File: src/rtl/branch_pkg.sv
// Shared branch definitions: RISC-V branch funct3 encodings, the counter
// reset encoding and the branch resolution rule.
package branch_pkg;

  localparam logic [2:0] BEQ  = 3'b000;
  localparam logic [2:0] BNE  = 3'b001;
  localparam logic [2:0] BLT  = 3'b100;
  localparam logic [2:0] BGE  = 3'b101;
  localparam logic [2:0] BLTU = 3'b110;
  localparam logic [2:0] BGEU = 3'b111;

  // Weakly-not-taken: MSB clear, every lower bit set (01 for a 2-bit counter).
  function automatic int wnt_value(input int width);
    return (1 << (width - 1)) - 1;
  endfunction

  // The ALU flag means "equal"/"less than"; the negated branches invert it.
  function automatic logic resolve_taken(input logic [2:0] funct3,
                                         input logic       branch_l,
                                         input logic       is_jump);
    logic taken;
    if (is_jump) begin
      taken = 1'b1;
    end else if (funct3 == BNE || funct3 == BGE || funct3 == BGEU) begin
      taken = !branch_l;
    end else begin
      taken = branch_l;
    end
    return taken;
  endfunction

endpackage

File: src/rtl/sat_counter.sv
// One branch-history entry: a saturating up/down counter whose MSB is the
// taken/not-taken prediction.
module sat_counter
  import branch_pkg::*;
#(
  parameter int WIDTH = 2
) (
  input  logic clk,
  input  logic rst,
  input  logic inc,
  input  logic dec,
  output logic msb
);

  localparam logic [WIDTH-1:0] RST_VAL = WIDTH'(wnt_value(WIDTH));

  logic [WIDTH-1:0] cnt_q;
  logic [WIDTH-1:0] cnt_d;

  // Next count: step toward the outcome, holding at either end of the range.
  always_comb begin
    cnt_d = cnt_q;
    if (inc && (cnt_q != '1)) begin
      cnt_d = cnt_q + 1'b1;
    end else if (dec && (cnt_q != '0)) begin
      cnt_d = cnt_q - 1'b1;
    end
  end

  // Counter register; reset wins over any simultaneous update.
  always_ff @(posedge clk) begin
    if (rst) begin
      cnt_q <= RST_VAL;
    end else begin
      cnt_q <= cnt_d;
    end
  end

  assign msb = cnt_q[WIDTH-1];

endmodule

File: src/rtl/branch_predict_unit.sv
// Bimodal branch predictor: a flop-based table of saturating counters
// indexed by PC word address, read asynchronously at fetch and trained at
// execute, plus a saturating mispredict counter.
module branch_predict_unit
  import branch_pkg::*;
#(
  parameter int BHT_ENTRIES = 16,
  parameter int PC_WIDTH    = 32,
  parameter int CTR_WIDTH   = 2,
  parameter int STAT_WIDTH  = 16
) (
  input  logic                  clk,
  input  logic                  rst,
  input  logic [PC_WIDTH-1:0]   f_pc,
  output logic                  f_pred_taken,
  input  logic                  e_valid,
  input  logic [PC_WIDTH-1:0]   e_pc,
  input  logic [2:0]            e_funct3,
  input  logic                  e_branch_l,
  input  logic                  e_is_jump,
  input  logic                  e_pred_taken,
  output logic                  e_taken,
  output logic                  e_mispredict,
  output logic [STAT_WIDTH-1:0] stat_mispredicts
);

  localparam int IDX = $clog2(BHT_ENTRIES);

  logic [IDX-1:0]         f_idx;
  logic [IDX-1:0]         e_idx;
  logic                   upd_en;
  logic [BHT_ENTRIES-1:0] ctr_msb;
  logic [BHT_ENTRIES-1:0] ctr_inc;
  logic [BHT_ENTRIES-1:0] ctr_dec;
  logic [STAT_WIDTH-1:0]  stat_q;
  logic [STAT_WIDTH-1:0]  stat_d;
  logic                   unused_pc_bits;

  // Byte-offset and high PC bits play no part in indexing.
  assign unused_pc_bits = ^{f_pc[1:0], f_pc[PC_WIDTH-1:IDX+2],
                            e_pc[1:0], e_pc[PC_WIDTH-1:IDX+2]};

  assign f_idx = f_pc[IDX+1:2];
  assign e_idx = e_pc[IDX+1:2];

  // Resolution, flush request and training enable for the execute slot.
  always_comb begin
    e_taken      = e_valid && resolve_taken(e_funct3, e_branch_l, e_is_jump);
    e_mispredict = e_valid && (e_taken != e_pred_taken);
    upd_en       = e_valid && !e_is_jump;
  end

  // Decode the training request into per-entry inc/dec strobes.
  always_comb begin
    ctr_inc = '0;
    ctr_dec = '0;
    for (int i = 0; i < BHT_ENTRIES; i++) begin
      if (upd_en && (e_idx == IDX'(i))) begin
        ctr_inc[i] = e_taken;
        ctr_dec[i] = !e_taken;
      end
    end
  end

  for (genvar gi = 0; gi < BHT_ENTRIES; gi++) begin : g_bht
    sat_counter #(
      .WIDTH(CTR_WIDTH)
    ) u_entry (
      .clk (clk),
      .rst (rst),
      .inc (ctr_inc[gi]),
      .dec (ctr_dec[gi]),
      .msb (ctr_msb[gi])
    );
  end

  // Fetch read sees the registered table only, so a same-cycle update is not
  // bypassed to the prediction.
  assign f_pred_taken = ctr_msb[f_idx];

  // Mispredict statistic: count flushes, sticking at all-ones.
  always_comb begin
    stat_d = stat_q;
    if (e_mispredict && (stat_q != '1)) begin
      stat_d = stat_q + 1'b1;
    end
  end

  // Statistic register.
  always_ff @(posedge clk) begin
    if (rst) begin
      stat_q <= '0;
    end else begin
      stat_q <= stat_d;
    end
  end

  assign stat_mispredicts = stat_q;

endmodule

File: config.mk
export PLATFORM = sky130hd
export DESIGN_NAME = branch_predict_unit
export DESIGN_NICKNAME = d
export VERILOG_FILES = /design/src/rtl/branch_pkg.sv /design/src/rtl/sat_counter.sv /design/src/rtl/branch_predict_unit.sv
export SDC_FILE = /design/constraint.sdc
export NUM_CORES = 1
export LEC_CHECK = 0
export BUFFER_PORTS_ARGS = -buffer_cell sky130_fd_sc_hd__buf_2
export CORE_AREA = 2 2 95 70
export CTS_CLUSTER_DIAMETER = 40
export DETAILED_ROUTE_END_ITERATION = 8
export DIE_AREA = 0 0 97 72
export PLACE_DENSITY = 0.71
export SLEW_MARGIN = 20
export SYNTH_ARGS = -nofsm -noshare
export SYNTH_HDL_FRONTEND = slang
export SYNTH_SLANG_ARGS = --single-unit
File: constraint.sdc
create_clock -name clk -period 1.7 [get_ports clk]
set_input_delay 0.255 -clock clk [delete_from_list [all_inputs] [get_ports clk]]
set_output_delay 0.255 -clock clk [all_outputs]
set_load 0.02 [all_outputs]
==> results.toml, run 1 <==
[status]
run_status = "finished, violations left"
violations = "negative setup slack"

[place]
post-place-ws_ns = -0.323
place_area_um2 = 3320
portBuffers = 35
place_congestion = 0.781
dp_hpwl_mm = 4.90

[clock_tree]
htree_levels = 2
cts.clk_slew.worst_paths_ns = 0.09
cts_hold_buf = 0
cts_root_buffer = "clkbuf_8"
max-clock-path-buffers = 2
clock_sinks = 48
cts_tree = "yes"
cts_buffers = 5
clkLatencyLatePin_ns = 0.30

[power]
p_leak_uw = 0.00149
irDropWorstVdd_mv = 0.391
power_density_nw_per_um2 = 660

[logic_synthesis]
syn_nets = 391
synth.avg_cell_area_um2 = 8.37
synth_cell_types = 49
muxShareOfSynthArea_pct = 7.50
ys_seq_area_share_pct = 36.2
yosys_warnings = 0
synth_compound_area_share_pct = 22.7
synthSimpleGateAreaFrac_pct = 29.2
synth_cells = 317
synth_xor_area_share_pct = 0.660
synth_area_um2 = 2650
ys_async_sr_fraction_pct = 0
ys_ff_latch = 48
yosys.area_share.adder_pct = 0.472
synth_enable_flop_cells = 0
synth_top_family_by_area = "simple AND/OR/NAND/NOR gates"
synth_flop_cell = "dfxtp_1"

[worst_setup_path]
rr_endpoint = "stat_mispredicts[13]"
cp-end-kind = "primary output"
r2r_slack_ns = -0.06
cp_data_arrival_time_ns = 1.74
critPathMaxFanout = 2
r2r_start = "stat_mispredicts[3]"
critPathLaunchType = "flip-flop"
cp.required_ns = 1.44
criticalPathCategory = "reg2out"
ff2ff_path_depth = 6

[drt]
drc = 0
wire_per_inst_um = 15.2
postRouteAntennaNets = 0
drtPass1Iterations = 4
vias = 2817
drt_wl_total_mm = 7.55
via_per_inst = 5.68
drt_iter0_drc = 200

[die]
die_h_um = 72
start_util_pct = 43.9
core_um2 = 6040
num_io_pins = 92
die_w_um = 97
num_rows = 24
dieArea_um2 = 6980

[min_path]
hp-class = "in2reg"
worstHoldStart = "rst"
whs_path_depth = 2
worst_hold_path.endpoint = "stat_mispredicts[1]"

[timing]
rsz0062_at_grt = "yes"
worst_slew_pin_slew_ns = 0.627
hold_viol_final = 0
slew_headroom_pct = 58.1
min_period_ns = 1.99
period_share_pct = 117
skew_ns = 0.00466
max_freq_mhz = 502
setup_viol = 5
final_max_slew_viol_count = 0
fin_ws_ns = -0.292

[layout]
final_core_util_pct = 61.7
antennaDiodeCount = 0
nets = 491
drive_gt1_share_pct = 39.5
final_cell_mix = "buf_4, a21oi_1, dfxtp_1"
finalInstanceArea_um2 = 3730
layout_commonest_cell = "buf_4"
fillers = 486
area_delta_synth_final_pct = 40.5

[grt]
grt_pass1_vias = 2492
antenna_found_initial = 0
track_usage_pct = 20.9
grt_max_degree = 29
overflow = 0
grt_pass1_wl_mm = 12.1

[job]
drv_cap = 0
cells in the mapped netlist, types with 2 or more instances:
library cell	number	share of area, %
a211o_1	3	0.99
a21o_1	3	0.85
a21oi_1	40	7.5
and4_1	2	0.66
buf_6	2	0.85
clkbuf_1	12	1.7
dfxtp_1	48	36
inv_1	4	0.57
mux2i_1	6	2.3
mux4_2	5	4.2
nand2_1	22	3.1
nand2b_1	17	4.0
nand3_1	21	4.0
nand3b_1	2	0.57
nand4_1	5	1.2
nand4b_1	2	0.66
nor2_1	18	2.5
nor2b_1	2	0.47
nor3_1	20	3.8
o21ai_0	27	5.1
o221ai_1	13	4.3
o31ai_1	5	1.4
or3_1	7	1.7
or4_1	5	1.4
xor2_1	2	0.66
layout make-up:
| type | instances | area [µm²] | share of cell area [%] |
|---|---|---|---|
| Clock buffer | 7 | 97.6 | 2.62 |
| Multi-Input combinational cell | 252 | 1750 | 47.0 |
| Inverter | 5 | 18.8 | 0.504 |
| Tap cell | 78 | 97.6 | 2.62 |
| Timing Repair Buffer | 105 | 754 | 20.2 |
| Sequential cell | 48 | 1000 | 26.9 |
| Clock inverter | 1 | 5.00 | 0.134 |
state kept, by name, summed over array words and instances (netlist names):
register,flops
stat_mispredicts,16
g_bht.u_entry.cnt_q,32
logic make-up (layout without fill, tap and decap cells):
group | Yosys count | count (layout)
simple gates | 135 | 136
compound gates | 99 | 100
flops | 48 | 48
buf+inv | 19 | 118
mux | 13 | 13
xor+xnor | 2 | 2
fa+ha+maj | 1 | 1
worst max-delay path, cell delays in order (launching register included):
cell	delay (ns)
dfxtp_2	0.34
mux4_2	0.48
mux4_2	0.48
buf_6	0.15
report_power, final:
part | switching (µW) | leakage (µW) | internal (µW)
clock network | 380 | 0.0000534 | 378
registers | 49.4 | 0.000400 | 1160
logic | 256 | 0.00103 | 235
through the flow:
step	hold slack, ns	total power (µW)	setup TNS [ns]	instances
after CTS	0.406	2450	-0.345	489
after global placement	0.468	1640	-6.88	469
after global routing	0.425	2580	-0.942	496
after detailed placement	0.474	1660	-7.45	469
after floorplan	0.454	1500	-0.0461	317
final	0.405	2460	-0.475	496
timing repair:
action                                  CTS  global route
hold endpoints to repair                  0             0
gates cloned                              2             0
gates resized for setup                  16            24
endpoints found under the setup margin    6            14
pin swaps                                10            15
buffers inserted                         10             8
worst max path at each step:
| stage | start | end | slack, ns | depth (start not counted) |
|---|---|---|---|---|
| after floorplan | stat_mispredicts[7] | stat_mispredicts[13] | -0.03 | 6 |
| after global placement | e_funct3[2] | g_bht[12].u_entry.cnt_q[1] | -0.30 | 7 |
| after detailed placement | e_funct3[2] | g_bht[11].u_entry.cnt_q[1] | -0.32 | 7 |
| after CTS | g_bht[11].u_entry.cnt_q[1] | f_pred_taken | -0.30 | 3 |
| after global routing | g_bht[7].u_entry.cnt_q[1] | f_pred_taken | -0.32 | 3 |
| final | g_bht[11].u_entry.cnt_q[1] | f_pred_taken | -0.29 | 3 |
layer usage:
metal	track usage, %	part of all wire [%]
met1	30.0	47
met2	33.5	48
met3	2.41	4.3
met4	6.26	1.0
met5	0	0
No activity file was read; power rests on OpenSTA's default activity.
==> run 2: changes to the inputs <==
- CORE_AREA: 2 2 95 70 -> 2 2 108 78
- DIE_AREA: 0 0 97 72 -> 0 0 110 80
- PLACE_DENSITY: 0.71 -> 0.58
==> run 2 against run 1 <==
Against the previous run: the flow still finishes with violations (negative setup slack); register-to-register slack got worse by 0.05 ns; largest cell class unchanged; clock skew decreased by 0.0011 ns; critical endpoint unchanged; largest power group unchanged; global-route usage decreased by 3.8 points; utilization decreased by 14 points.
==> results.toml, run 2 (same netlist as run 1, synthesis figures left out) <==
[power]
switching_share_pct = 28.7
pwr-share-comb_pct = 20.2
power.switching_uw = 696
power_frac_clock_pct = 29.8
p_int_uw = 1730
power_density_nw_per_um2 = 655
sequentialPowerShare_pct = 50.0
p_leak_uw = 0.00145
irDropWorstVdd_mv = 0.334

[drt]
drt_iter0_drc = 142
postRouteAntennaNets = 0
drt_wl_total_mm = 7.42
via_per_inst = 5.35
drc = 0
drtPass1Iterations = 4
wire_per_inst_um = 14.4
vias = 2752

[die]
die_h_um = 80
core_um2 = 7740
start_util_pct = 34.3
dieArea_um2 = 8800
num_rows = 27
num_io_pins = 92
die_w_um = 110

[grt]
antenna_found_initial = 0
overflow = 0
grt_pass1_vias = 2498
track_usage_pct = 17.1
grt_max_degree = 30
grt_pass1_wl_mm = 11.9

[layout]
finalInstanceArea_um2 = 3690
largest_register_ffs = 32
final_cell_mix = "buf_4, a21oi_1, dfxtp_1"
area_delta_synth_final_pct = 39.3
largest-register = "g_bht.u_entry.cnt_q"
fin_cells = 514
drive_gt1_share_pct = 37.0
fillers = 707
nets = 486
antennaDiodeCount = 0
layout_commonest_cell = "buf_4"

[timing]
min_period_ns = 2.00
period_share_pct = 118
fin_ws_ns = -0.302
worst_slew_pin_slew_ns = 0.680
setup_tns_ns = -0.492
rsz0062_at_grt = "yes"
hold_viol_final = 0
skew_ns = 0.00353
max_freq_mhz = 499
whs_ns = 0.459
final_max_slew_viol_count = 0
setup_viol = 5
slew_headroom_pct = 54.6

[place]
place_area_um2 = 3390
place_congestion = 0.838
place_inst = 495
dp_hpwl_mm = 5.01
portBuffers = 35

[min_path]
hp-class = "in2reg"

[clock_tree]
clock_sinks = 48
cts_root_buffer = "clkbuf_8"
cts.clk_slew.worst_paths_ns = 0.09
max-clock-path-buffers = 2
cts_tree = "yes"
htree_levels = 2
cts_buffers = 5
clkLatencyLatePin_ns = 0.29

[status]
violations = "negative setup slack"
run_status = "finished, violations left"

[job]
drv_cap = 0

[worst_setup_path]
cp.required_ns = 1.44
critPathMaxFanout = 2
cp-end-kind = "primary output"
criticalPathCategory = "reg2out"
critPathLaunchType = "flip-flop"
cp_data_arrival_time_ns = 1.75
==> run 2: cell types whose count changed in the layout (fill, tap and decap cells not counted), moves of 2 or more <==
| cell | change |
|---|---|
| dfxtp_1 | +2 |
| a21oi_1 | +2 |
| buf_4 | -5 |
| a21oi_2 | -2 |
| buf_12 | +2 |
| buf_6 | -2 |
==> run 2: critical path, cell delays in order (launching register included) <==
cell,delay [ns]
dfxtp_2,0.34
mux4_2,0.48
mux4_2,0.48
buf_6,0.15
==> run 2: power groups by stage <==
stage / logic [µW] / clock network, µW / registers (µW)
floorplan: 259 / 0 / 1240
global placement: 426 / 0 / 1230
detailed placement: 436 / 0 / 1230
CTS: 453 / 759 / 1210
global route: 543 / 794 / 1220
finish: 490 / 721 / 1210
==> run 2: per-stage QoR <==
stage / util [%] / total power, µW / setup slack (ns)
after global routing: 47.8 / 2560 / -0.349
after global placement: 43.8 / 1660 / -0.269
after floorplan: - / 1500 / -0.0328
after CTS: 45.9 / 2420 / -0.311
after detailed placement: 43.8 / 1670 / -0.324
final: 47.8 / 2420 / -0.302
==> run 2: cell type report <==
type	instances	area, µm²	share of cell area (%)
repair buffers	100	734	19.9
inverters	5	18.8	0.508
multi-input cells	252	1720	46.7
clock inverters	1	7.51	0.203
clock buffers	7	86.3	2.34
well taps	101	126	3.42
flip-flops and latches	48	997	27.0
==> run 2: per-layer routing <==
layer	up-vias	wire (µm)	GRT usage (%)	share of wire, %
met5	-	0	0	0
met4	0	74	6.20	1.0
met3	6	298	3.43	4.0
met2	57	3340	25.5	45
met1	1289	3700	24.1	50
li1	1400	-	-	-
==> run 2: path summary, 6_finish.rpt <==
check	startpoint	to	slack, ns	depth (start not counted)
setup / recovery	g_bht[3].u_entry.cnt_q[1]	f_pred_taken	-0.30	3
hold / removal	rst	g_bht[7].u_entry.cnt_q[1]	0.46	2
setup reg to reg	stat_mispredicts[5]	stat_mispredicts[13]	-0.11	6
hold reg to reg	stat_mispredicts[5]	stat_mispredicts[5]	0.50	2
==> run 2: what timing repair did <==
action                     CTS  global route
hold endpoints to repair     0             0
pin swaps                    8            11
gates resized for setup      9            20
setup endpoints to repair    5            10
hold buffers                 0             0
buffers inserted             5             5
cloned                       0             2
